<file path="config.mk">
export PLATFORM = sky130hd
export DESIGN_NAME = cardinal_branch_predictor_bht
export DESIGN_NICKNAME = d
export VERILOG_FILES = /design/src/rtl/cardinal_pkg.sv /design/src/rtl/cardinal_br_ckpt_fifo.sv /design/src/rtl/cardinal_branch_predictor_bht.sv
export SDC_FILE = /design/constraint.sdc
export NUM_CORES = 1
export LEC_CHECK = 0
export CORE_ASPECT_RATIO = 0.7
export CORE_MARGIN = 4
export CORE_UTILIZATION = 55
export CTS_BUF_LIST = sky130_fd_sc_hd__clkbuf_4 sky130_fd_sc_hd__clkbuf_8 sky130_fd_sc_hd__clkbuf_16
export DETAILED_ROUTE_END_ITERATION = 7
export GPL_ROUTABILITY_DRIVEN = 1
export PLACE_DENSITY = 0.83
export SETUP_SLACK_MARGIN = 0.1
export SLEW_MARGIN = 20
export SYNTH_ARGS = -nofsm -noshare
export SYNTH_HDL_FRONTEND = slang
export SYNTH_SLANG_ARGS = --single-unit
</file>
<file path="constraint.sdc">
create_clock -name Clock -period 9.53 [get_ports Clock]
set_input_delay 0.953 -clock Clock [delete_from_list [all_inputs] [get_ports Clock]]
set_output_delay 0.953 -clock Clock [all_outputs]
set_load 0.05 [all_outputs]
</file>
<file path="src/rtl/cardinal_pkg.sv">
// Shared constants for the cardinal branch predictor: opcodes and checkpoint layout helpers.
package cardinal_pkg;

  localparam logic [5:0] R_ALU     = 6'b000000;
  localparam logic [5:0] LOAD      = 6'b100000;
  localparam logic [5:0] STORE     = 6'b101000;
  localparam logic [5:0] BRANCH_EZ = 6'b100010;
  localparam logic [5:0] BRANCH_NZ = 6'b100011;
  localparam logic [5:0] NOP       = 6'b111111;

  // A bimodal build still carries a 1-bit ghr field so every struct member has nonzero width.
  function automatic int ghr_eff(input int ghr_w);
    return (ghr_w > 0) ? ghr_w : 1;
  endfunction

  // Checkpoint entry, MSB first: {idx, pred, target, fallthrough, ghr}.
  function automatic int ckpt_w(input int addr_w, input int idx_w, input int ghr_w);
    return idx_w + 1 + 2 * addr_w + ghr_eff(ghr_w);
  endfunction

endpackage

</file>
<file path="src/rtl/cardinal_br_ckpt_fifo.sv">
// Checkpoint FIFO for in-flight predicted branches; synchronous clear drops wrong-path entries.
module cardinal_br_ckpt_fifo #(
  parameter int DEPTH  = 2,
  parameter int DATA_W = 8
) (
  input  logic              Clock,
  input  logic              Reset,
  input  logic              push,
  input  logic              pop,
  input  logic              clr,
  input  logic [DATA_W-1:0] din,
  output logic [DATA_W-1:0] head,
  output logic              full,
  output logic              empty
);

  localparam int PW = (DEPTH > 1) ? $clog2(DEPTH) : 1;
  localparam int CW = $clog2(DEPTH + 1);

  logic [DEPTH-1:0][DATA_W-1:0] mem;
  logic [PW-1:0] rd_ptr, wr_ptr;
  logic [CW-1:0] cnt;
  logic do_push, do_pop;

  function automatic logic [PW-1:0] nxt(input logic [PW-1:0] p);
    return (p == PW'(DEPTH - 1)) ? '0 : p + PW'(1);
  endfunction

  assign full    = (cnt == CW'(DEPTH));
  assign empty   = (cnt == '0);
  assign do_push = push & ~full;
  assign do_pop  = pop & ~empty;
  assign head    = mem[rd_ptr];

  always_ff @(posedge Clock) begin
    if (Reset || clr) begin
      rd_ptr <= '0;
      wr_ptr <= '0;
      cnt    <= '0;
    end else begin
      if (do_push) wr_ptr <= nxt(wr_ptr);
      if (do_pop)  rd_ptr <= nxt(rd_ptr);
      case ({do_push, do_pop})
        2'b10:   cnt <= cnt + CW'(1);
        2'b01:   cnt <= cnt - CW'(1);
        default: cnt <= cnt;
      endcase
    end
  end

  // Payload needs no reset: entries are only read when cnt says they are live.
  always_ff @(posedge Clock) begin
    if (do_push && !Reset && !clr) mem[wr_ptr] <= din;
  end

endmodule

</file>
<file path="src/rtl/cardinal_branch_predictor_bht.sv">
// Dynamic branch predictor: saturating-counter table (bimodal or gshare) with checkpointed resolve.
module cardinal_branch_predictor_bht
  import cardinal_pkg::*;
#(
  parameter int ADDR_W   = 8,
  parameter int IDX_W    = 4,
  parameter int CTR_W    = 2,
  parameter int GHR_W    = 0,
  parameter int INFLIGHT = 2,
  parameter int PERF_W   = 16
) (
  input  logic              Clock,
  input  logic              Reset,
  input  logic              fetch_valid,
  input  logic [ADDR_W-1:0] fetch_pc,
  input  logic [31:0]       fetch_instr,
  output logic              fetch_ready,
  output logic              pred_taken,
  output logic [ADDR_W-1:0] pred_target,
  input  logic              resolve_valid,
  input  logic              resolve_taken,
  output logic              mispredict,
  output logic [ADDR_W-1:0] redirect_pc,
  output logic              resolve_err,
  output logic [PERF_W-1:0] branch_cnt,
  output logic [PERF_W-1:0] mispred_cnt
);

  localparam int GW   = ghr_eff(GHR_W);
  localparam int NCTR = 1 << IDX_W;
  localparam int EW   = ckpt_w(ADDR_W, IDX_W, GHR_W);
  localparam logic [CTR_W-1:0] CTR_INIT = CTR_W'((1 << (CTR_W - 1)) - 1);

  typedef struct packed {
    logic [IDX_W-1:0]  idx;
    logic              pred;
    logic [ADDR_W-1:0] target;
    logic [ADDR_W-1:0] fall;
    logic [GW-1:0]     ghr;
  } ckpt_t;

  logic [NCTR-1:0][CTR_W-1:0] ctr;
  logic [GW-1:0]    ghr;
  logic [5:0]       opcode;
  logic [7:0]       tgt8;
  logic             is_br, push, hit, full, empty;
  logic [IDX_W-1:0] idx, ghr_idx;
  ckpt_t            ent, hd;
  logic [EW-1:0]    head_bits;
  logic             unused_instr;

  // Instruction bit 0 is the word MSB, so opcode [0:5] is [31:26] and target [24:31] is [7:0].
  assign opcode       = fetch_instr[31:26];
  assign tgt8         = fetch_instr[7:0];
  assign unused_instr = ^fetch_instr[25:8];
  assign pred_target  = ADDR_W'(tgt8);

  assign is_br   = fetch_valid & ((opcode == BRANCH_EZ) | (opcode == BRANCH_NZ));
  assign ghr_idx = (GHR_W > 0) ? IDX_W'(ghr) : '0;
  assign idx     = fetch_pc[IDX_W-1:0] ^ ghr_idx;

  assign fetch_ready = ~full;
  assign pred_taken  = is_br & fetch_ready & ctr[idx][CTR_W-1];

  assign hd          = head_bits;
  assign hit         = resolve_valid & ~empty;
  assign mispredict  = hit & (hd.pred != resolve_taken);
  assign redirect_pc = hit ? (resolve_taken ? hd.target : hd.fall) : '0;
  assign resolve_err = resolve_valid & empty;

  // Entries younger than a mispredicted head are wrong-path, so a same-cycle push is dropped.
  assign push = is_br & fetch_ready & ~mispredict;

  always_comb begin
    ent        = '0;
    ent.idx    = idx;
    ent.pred   = pred_taken;
    ent.target = pred_target;
    ent.fall   = fetch_pc + ADDR_W'(1);
    ent.ghr    = ghr;
  end

  cardinal_br_ckpt_fifo #(.DEPTH(INFLIGHT), .DATA_W(EW)) u_ckpt (
    .Clock (Clock),
    .Reset (Reset),
    .push  (push),
    .pop   (hit),
    .clr   (mispredict),
    .din   (ent),
    .head  (head_bits),
    .full  (full),
    .empty (empty)
  );

  always_ff @(posedge Clock) begin
    if (Reset) begin
      ctr <= {NCTR{CTR_INIT}};
    end else if (hit) begin
      if (resolve_taken && ctr[hd.idx] != '1)
        ctr[hd.idx] <= ctr[hd.idx] + CTR_W'(1);
      else if (!resolve_taken && ctr[hd.idx] != '0)
        ctr[hd.idx] <= ctr[hd.idx] - CTR_W'(1);
    end
  end

  // Speculative history: a mispredict rebuilds from the checkpoint, otherwise a push shifts in.
  always_ff @(posedge Clock) begin
    if (Reset || GHR_W == 0)
      ghr <= '0;
    else if (mispredict)
      ghr <= (hd.ghr << 1) | GW'(resolve_taken);
    else if (push)
      ghr <= (ghr << 1) | GW'(pred_taken);
  end

  always_ff @(posedge Clock) begin
    if (Reset) begin
      branch_cnt  <= '0;
      mispred_cnt <= '0;
    end else if (hit) begin
      if (branch_cnt != '1)                  branch_cnt  <= branch_cnt + PERF_W'(1);
      if (mispredict && mispred_cnt != '1)   mispred_cnt <= mispred_cnt + PERF_W'(1);
    end
  end

endmodule

</file>
==> flow_metrics.tcl, run 1 <==
set metrics [dict create \
    die-area_um2 11500 \
    drv_slew 0 \
    synthCells 497 \
    wl_met2_um 6030 \
    leakage_nw 2.20 \
    m1WireLength_um 5460 \
    start_kind "primary input" \
    num_vias 4157 \
    die_h_um 90.9 \
    peakVddDrop_mv 0.113 \
    yosys_warnings 0 \
    slowest_stage "clkdlybuf4s50_1" \
    routed.top_layer "met4" \
    fillers 643 \
    track_usage_pct 21.6 \
    start_util_pct 58.0 \
    dr.first_iter.drc_count 392 \
    grt_pass1_wl_um 20200 \
    gp_congestion 0.853 \
    drtPass1Iterations 5 \
    drt-total-wl_um 12400 \
    p_per_area_nw_per_um2 138 \
    diodes 0 \
    fin_total_pwr_mw 0.904 \
    cts_tree "done" \
    setup_viol 0 \
    ys_top_cells_by_area "dfxtp_1, edfxtp_1, mux2i_1" \
    setup_tns_ns 0 \
    placed_area_um2 6240 \
    timing.slew.headroom_pct 33.8 \
    fin_area_um2 6530 \
    ys_seq_area_share_pct 48.5 \
    r2r_slack_ns 5.82 \
    avgSynthCellArea_um2 10.9 \
    path_class "in -> out" \
    synth_edf_count 42 \
    synth_top_area_share_pct 25.2 \
    path_delay_family "buffers and inverters" \
    worst-path-max-fanout 10 \
    ctsResizeCount 0 \
    ios 97 \
    drt-vias-per-instance 6.02 \
    period_minus_slack_ns 4.78 \
    hold_viol 0 \
    syn_nets 548 \
    hold_path.class "reg -> reg" \
    synthesis.area_um2 5410 \
    synth_cell_types 61 \
    cts_buffers 9 \
    dr_wl_met3_um 751 \
    maxCapViolCount 0 \
    clock_latency_ns 0.34 \
    port_buffers 77 \
    grt_pass1_vias 4071 \
    core_area_um2 9330 \
    synth_ff_type "dfxtp_1" \
    clock-sinks 110 \
    holdWs_ns 0.492 \
    htree_levels 3 \
    rsz0062_at_grt "no" \
    ys_ff_latch 110 \
    grt_max_degree 77 \
    final_nets 613 \
    crit_path_max_incr_delay_ns 0.84 \
    crit_arrival_ns 3.82 \
    worstMarginPinSlew_ns 0.989 \
    cp_cell_sequence "clkdlybuf4s50_1 -> mux4_2 -> mux4_2 -> and2_1 -> clkdlybuf4s50_1" \
    antenna_found_initial 0 \
    fin_crit_sh_pct 50.1 \
    synthArstFlopShare_pct 0 \
    overflow 0 \
    cts_buffer_depth 2 \
    clk_pin_slew_worst_paths_ns 0.07 \
    antenna_left 0 \
    cts_root_buffer "clkbuf_16" \
    die_x_um 126 \
    worstPathRequired_ns 8.58 \
    synth_area_leader_cell "dfxtp_1" \
    crit_buf_inv 2 \
    wire_per_inst_um 17.9 \
    ctsHoldBuffers 0 \
    placementRows 29 \
    endpoint_kind "primary output" \
    utilization_pct 70.1 \
    max_freq_mhz 209 \
    drc 0 \
    post-cts-setup-buffers 0 \
    drive_above_1_share_pct 8.99 \
    dpl.hpwl_um 8960 \
    fin_worst_skew_ns 0.00818 \
    outcome "finished, final reports clean" \
    area.growth.synth_to_final_pct 20.9 \
]
==> cell type report <==
type / count / area [µm²] / share of cell area, %
clock buffer: 12 / 260 / 3.98
clock inverter: 4 / 28.8 / 0.440
inverter: 10 / 37.5 / 0.574
multi-input combinational: 348 / 2620 / 40.1
sequential: 110 / 2620 / 40.1
tap: 124 / 155 / 2.37
timing repair buffer: 83 / 811 / 12.4
==> power by group <==
part	total, mW	internal [mW]	switching, mW
clock	0.358	0.196	0.162
combinational	0.0569	0.0240	0.0329
sequential	0.489	0.488	0.000927
total	0.904	0.709	0.195
==> worst reg2reg max path, delay by kind of cell, from the launching register on <==
kind / cells / cell delay, ns
and+or+nand+nor: 5 / 1.44
adders and majority gates: 1 / 0.18
DFF: 1 / 0.50
muxes: 4 / 1.29
AOI/OAI and AO/OA: 1 / 0.23
==> synthesized netlist by cell type, types with 2 or more instances <==
| library cell | instances |
|---|---|
| dfxtp_1 | 68 |
| nor2_1 | 53 |
| mux2i_1 | 47 |
| edfxtp_1 | 42 |
| nand2b_1 | 22 |
| a21oi_1 | 19 |
| xnor2_1 | 17 |
| clkbuf_1 | 16 |
| nand3_1 | 16 |
| mux4_2 | 13 |
| o21ai_0 | 13 |
| nand2_1 | 12 |
| and2_1 | 11 |
| nand4_1 | 10 |
| and4_1 | 9 |
| buf_4 | 9 |
| inv_1 | 9 |
| or3_1 | 9 |
| xor2_1 | 9 |
| and3_1 | 8 |
| nor3_1 | 7 |
| ha_1 | 6 |
| nand3b_1 | 6 |
| nor2b_1 | 6 |
| a31oi_1 | 5 |
| buf_2 | 4 |
| a211oi_1 | 3 |
| nor4b_1 | 3 |
| or4_1 | 3 |
| a2111oi_0 | 2 |
| nor4_1 | 2 |
| o21ai_1 | 2 |
| o22ai_1 | 2 |
| o31a_1 | 2 |
| o41ai_1 | 2 |
| or2_2 | 2 |
| or3b_2 | 2 |
| or4b_1 | 2 |
| or4b_2 | 2 |
==> metrics by stage <==
stage	setup WS (ns)	cells
3_5_place_dp	4.75	675
4_1_cts	4.77	691
6_report	4.75	691
2_1_floorplan	4.74	497
3_3_place_gp	4.81	675
5_1_grt	4.69	691
==> worst paths after layout <==
kind | endpoint | startpoint | cells past startpoint
worst max-delay path | pred_taken | fetch_pc[0] | 5
worst min-delay path | ctr[17] | ctr[17] | 2
worst max register to register | flip-flop | u_ckpt.mem[18] | 11
worst min register to register | ctr[17] | ctr[17] | 2
==> per-layer routing <==
metal / up-vias / track usage (%)
li1: 1967 / -
met1: 2027 / 29.5
met2: 149 / 35.3
met3: 14 / 4.16
met4: 0 / 5.80
met5: - / 0
==> layout by cell type, fill, tap and decap left out, types with 3 or more instances in the layout <==
cell / count
nor2_1: 53
nor3_1: 7
a31oi_1: 5
nand2_1: 12
inv_1: 9
nand3_1: 16
xnor2_1: 17
and4_1: 9
nand3b_1: 6
buf_4: 6
edfxtp_1: 42
or4_1: 3
nand2b_1: 22
mux2i_1: 47
nor2b_1: 6
ha_1: 6
clkbuf_16: 9
and3_1: 8
o21ai_0: 13
clkdlybuf4s50_1: 76
a211oi_1: 3
nand4_1: 10
a21oi_1: 19
mux4_2: 13
or3_1: 9
dfxtp_1: 68
xor2_1: 9
and2_1: 11
==> cells by family (layout without fill, tap and decap cells) <==
kind of cell | count (synthesis) | count (layout) | synth area share, %
muxes | 63 | 63 | 15.0
adders and majority gates | 6 | 6 | 1.39
buffers and inverters | 39 | 109 | 3.43
DFF | 110 | 110 | 48.5
AOI/OAI and AO/OA | 62 | 62 | 7.32
and+or+nand+nor | 190 | 190 | 19.9
xor gates and xnor gates | 27 | 27 | 4.51
Power figures use the tool's default switching activity.
==> inputs of run 2 (changes only) <==
CORE_UTILIZATION = 53   (was 55)
PLACE_DENSITY = 0.8   (was 0.83)
clock period = 4.75 ns   (was 9.53 ns; I/O delays follow)
==> run 2 against run 1 <==
Against the previous run:
- clock power is 110% higher
- critical path depth stayed put
- non-clock buffer count stayed put
==> flow_metrics.tcl, run 2 (same netlist as run 1, synthesis figures left out) <==
set metrics [dict create \
    outcome "finished, final reports clean" \
    start_util_pct 55.0 \
    path_class "in -> out" \
    fin_crit_sh_pct 79.8 \
    start_kind "primary input" \
    ctsResizeCount 0 \
    core_area_um2 9830 \
    hold_viol 0 \
    rsz0062_at_grt "no" \
    crit_end "pred_taken" \
    cts_buffer_depth 2 \
    die_x_um 129 \
    ios 97 \
    startpoint "fetch_pc[0]" \
    dr.first_iter.drc_count 348 \
    leakage_nw 2.20 \
    cts_buffers 9 \
    p_int_mw 1.44 \
    grt_pass1_vias 4077 \
    r2r-start "u_ckpt.mem[18]" \
    antenna_found_initial 0 \
    die_h_um 92.5 \
    fin_total_pwr_mw 1.84 \
    track_usage_pct 21.7 \
    num_vias 4121 \
    clkPwrFrac_pct 40.4 \
    worstMarginPinSlew_ns 1.03 \
    dpl.hpwl_um 8820 \
    drt-total-wl_um 12500 \
    drv_slew 0 \
    holdWs_ns 0.497 \
    hold_path.class "reg -> reg" \
    grt_max_degree 53 \
    final_common_cell "clkdlybuf4s50_1" \
    crit_path_max_incr_delay_ns 0.84 \
    diodes 0 \
    swShare_pct 21.9 \
    period_minus_slack_ns 3.79 \
    placementRows 30 \
    p_per_area_nw_per_um2 281 \
    antenna_left 0 \
    crit_buf_inv 2 \
    drc 0 \
    max_freq_mhz 264 \
    cts_tree "done" \
    endpoint_kind "primary output" \
    drt-vias-per-instance 5.93 \
    die-area_um2 11900 \
    cp_cell_sequence "clkdlybuf4s50_1 -> mux4_2 -> mux4_2 -> and2_1 -> clkdlybuf4s50_1" \
    ctsHoldBuffers 0 \
    path_depth 5 \
    clock_latency_ns 0.35 \
    crit_arrival_ns 3.32 \
    overflow 0 \
    ff2ff_path_depth 11 \
    p_seq_share_pct 53.3 \
    worstPathRequired_ns 4.28 \
    fillers 753 \
    wire_per_inst_um 17.9 \
    drive_above_1_share_pct 8.82 \
    htree_levels 3 \
    timing.slew.headroom_pct 30.8 \
    setup_viol 0 \
    clock-sinks 110 \
    rr_endpoint "ctr[23]" \
    clk_pin_slew_worst_paths_ns 0.07 \
    slowest_stage "clkdlybuf4s50_1" \
    p_sw_mw 0.403 \
    gp_congestion 0.892 \
    grt_pass1_wl_um 20400 \
    comb_power_share_pct 6.2 \
    peakVddDrop_mv 0.196 \
    final_cell_mix "clkdlybuf4s50_1, dfxtp_1, nor2_1, mux2i_1, edfxtp_1" \
    r2r_slack_ns 1.05 \
    final_nets 613 \
    maxCapViolCount 0 \
    cts_root_buffer "clkbuf_16" \
    post-cts-setup-buffers 0 \
    setup_tns_ns 0 \
    area.growth.synth_to_final_pct 21.1 \
    fin_worst_skew_ns 0.00830 \
    port_buffers 77 \
    path_delay_family "buffers and inverters" \
    worst-path-max-fanout 10 \
    drtPass1Iterations 4 \
]
run 2: cell types whose count changed in the layout (fill, tap and decap cells not counted):
| cell | before | now |
|---|---|---|
| clkbuf_4 | 1 | 0 |
| bufinv_16 | 0 | 1 |
| clkinv_4 | 0 | 1 |
| clkinv_2 | 1 | 2 |
| inv_4 | 1 | 0 |
| clkinv_1 | 0 | 1 |
| clkbuf_8 | 2 | 0 |
run 2: metrics by stage:
stage               instance area, µm²  worst slack, ns  util [%]  cells
finish                            6550            0.958      66.6    695
global route                      6550            0.808      66.6    695
CTS                               6550            0.956      66.6    695
detailed placement                6250            0.975      63.5    679
global placement                  6250            0.984      63.5    679
floorplan                         5410            0.439         -    497
run 2: worst register-to-register path: stages, from the launching register on:
cell and delay (ns):
edfxtp_1 0.50, mux2i_4 0.65, nor2b_1 0.14, a2111oi_0 0.41, a31oi_1 0.14, and4_1 0.23
ha_1 0.18, nor2b_1 0.19, o21a_1 0.23, or3b_1 0.46, nor2_1 0.25, mux2i_1 0.23
run 2: per-layer routing:
layer,up-vias,GRT usage (%),part of all wire [%]
li1,1956,-,-
met1,2017,29.5,44
met2,129,34.8,48
met3,19,5.42,7.2
met4,0,5.59,1.3
met5,-,0,0
run 2: power by group through the flow:
| stage | registers (mW) | logic, mW | clock network [mW] |
|---|---|---|---|
| detailed placement | 1.00 | 0.114 | 0 |
| global route | 0.981 | 0.122 | 0.801 |
| finish | 0.982 | 0.115 | 0.745 |
| global placement | 1.00 | 0.110 | 0 |
| CTS | 0.982 | 0.115 | 0.754 |
| floorplan | 1.00 | 0.0684 | 0 |
run 2: layout make-up:
| type | instances | area (µm²) | share of cell area, % |
|---|---|---|---|
| tap | 128 | 160 | 2.45 |
| inverter | 10 | 37.5 | 0.574 |
| sequential | 110 | 2620 | 40.1 |
| multi-input combinational | 348 | 2620 | 40.0 |
| clock buffer | 9 | 225 | 3.44 |
| timing repair buffer | 83 | 811 | 12.4 |
| clock inverter | 7 | 70.1 | 1.07 |
run 2: how the worst min path moves through the flow:
stage / from / endpoint / slack (ns) / cells past startpoint
floorplan: ctr[15] / ctr[15] / 0.45 / 2
global placement: ctr[9] / ctr[9] / 0.47 / 2
detailed placement: ctr[5] / ctr[5] / 0.48 / 2
CTS: ctr[5] / ctr[5] / 0.49 / 2
global route: ctr[5] / ctr[5] / 0.51 / 2
finish: ctr[9] / ctr[9] / 0.50 / 2
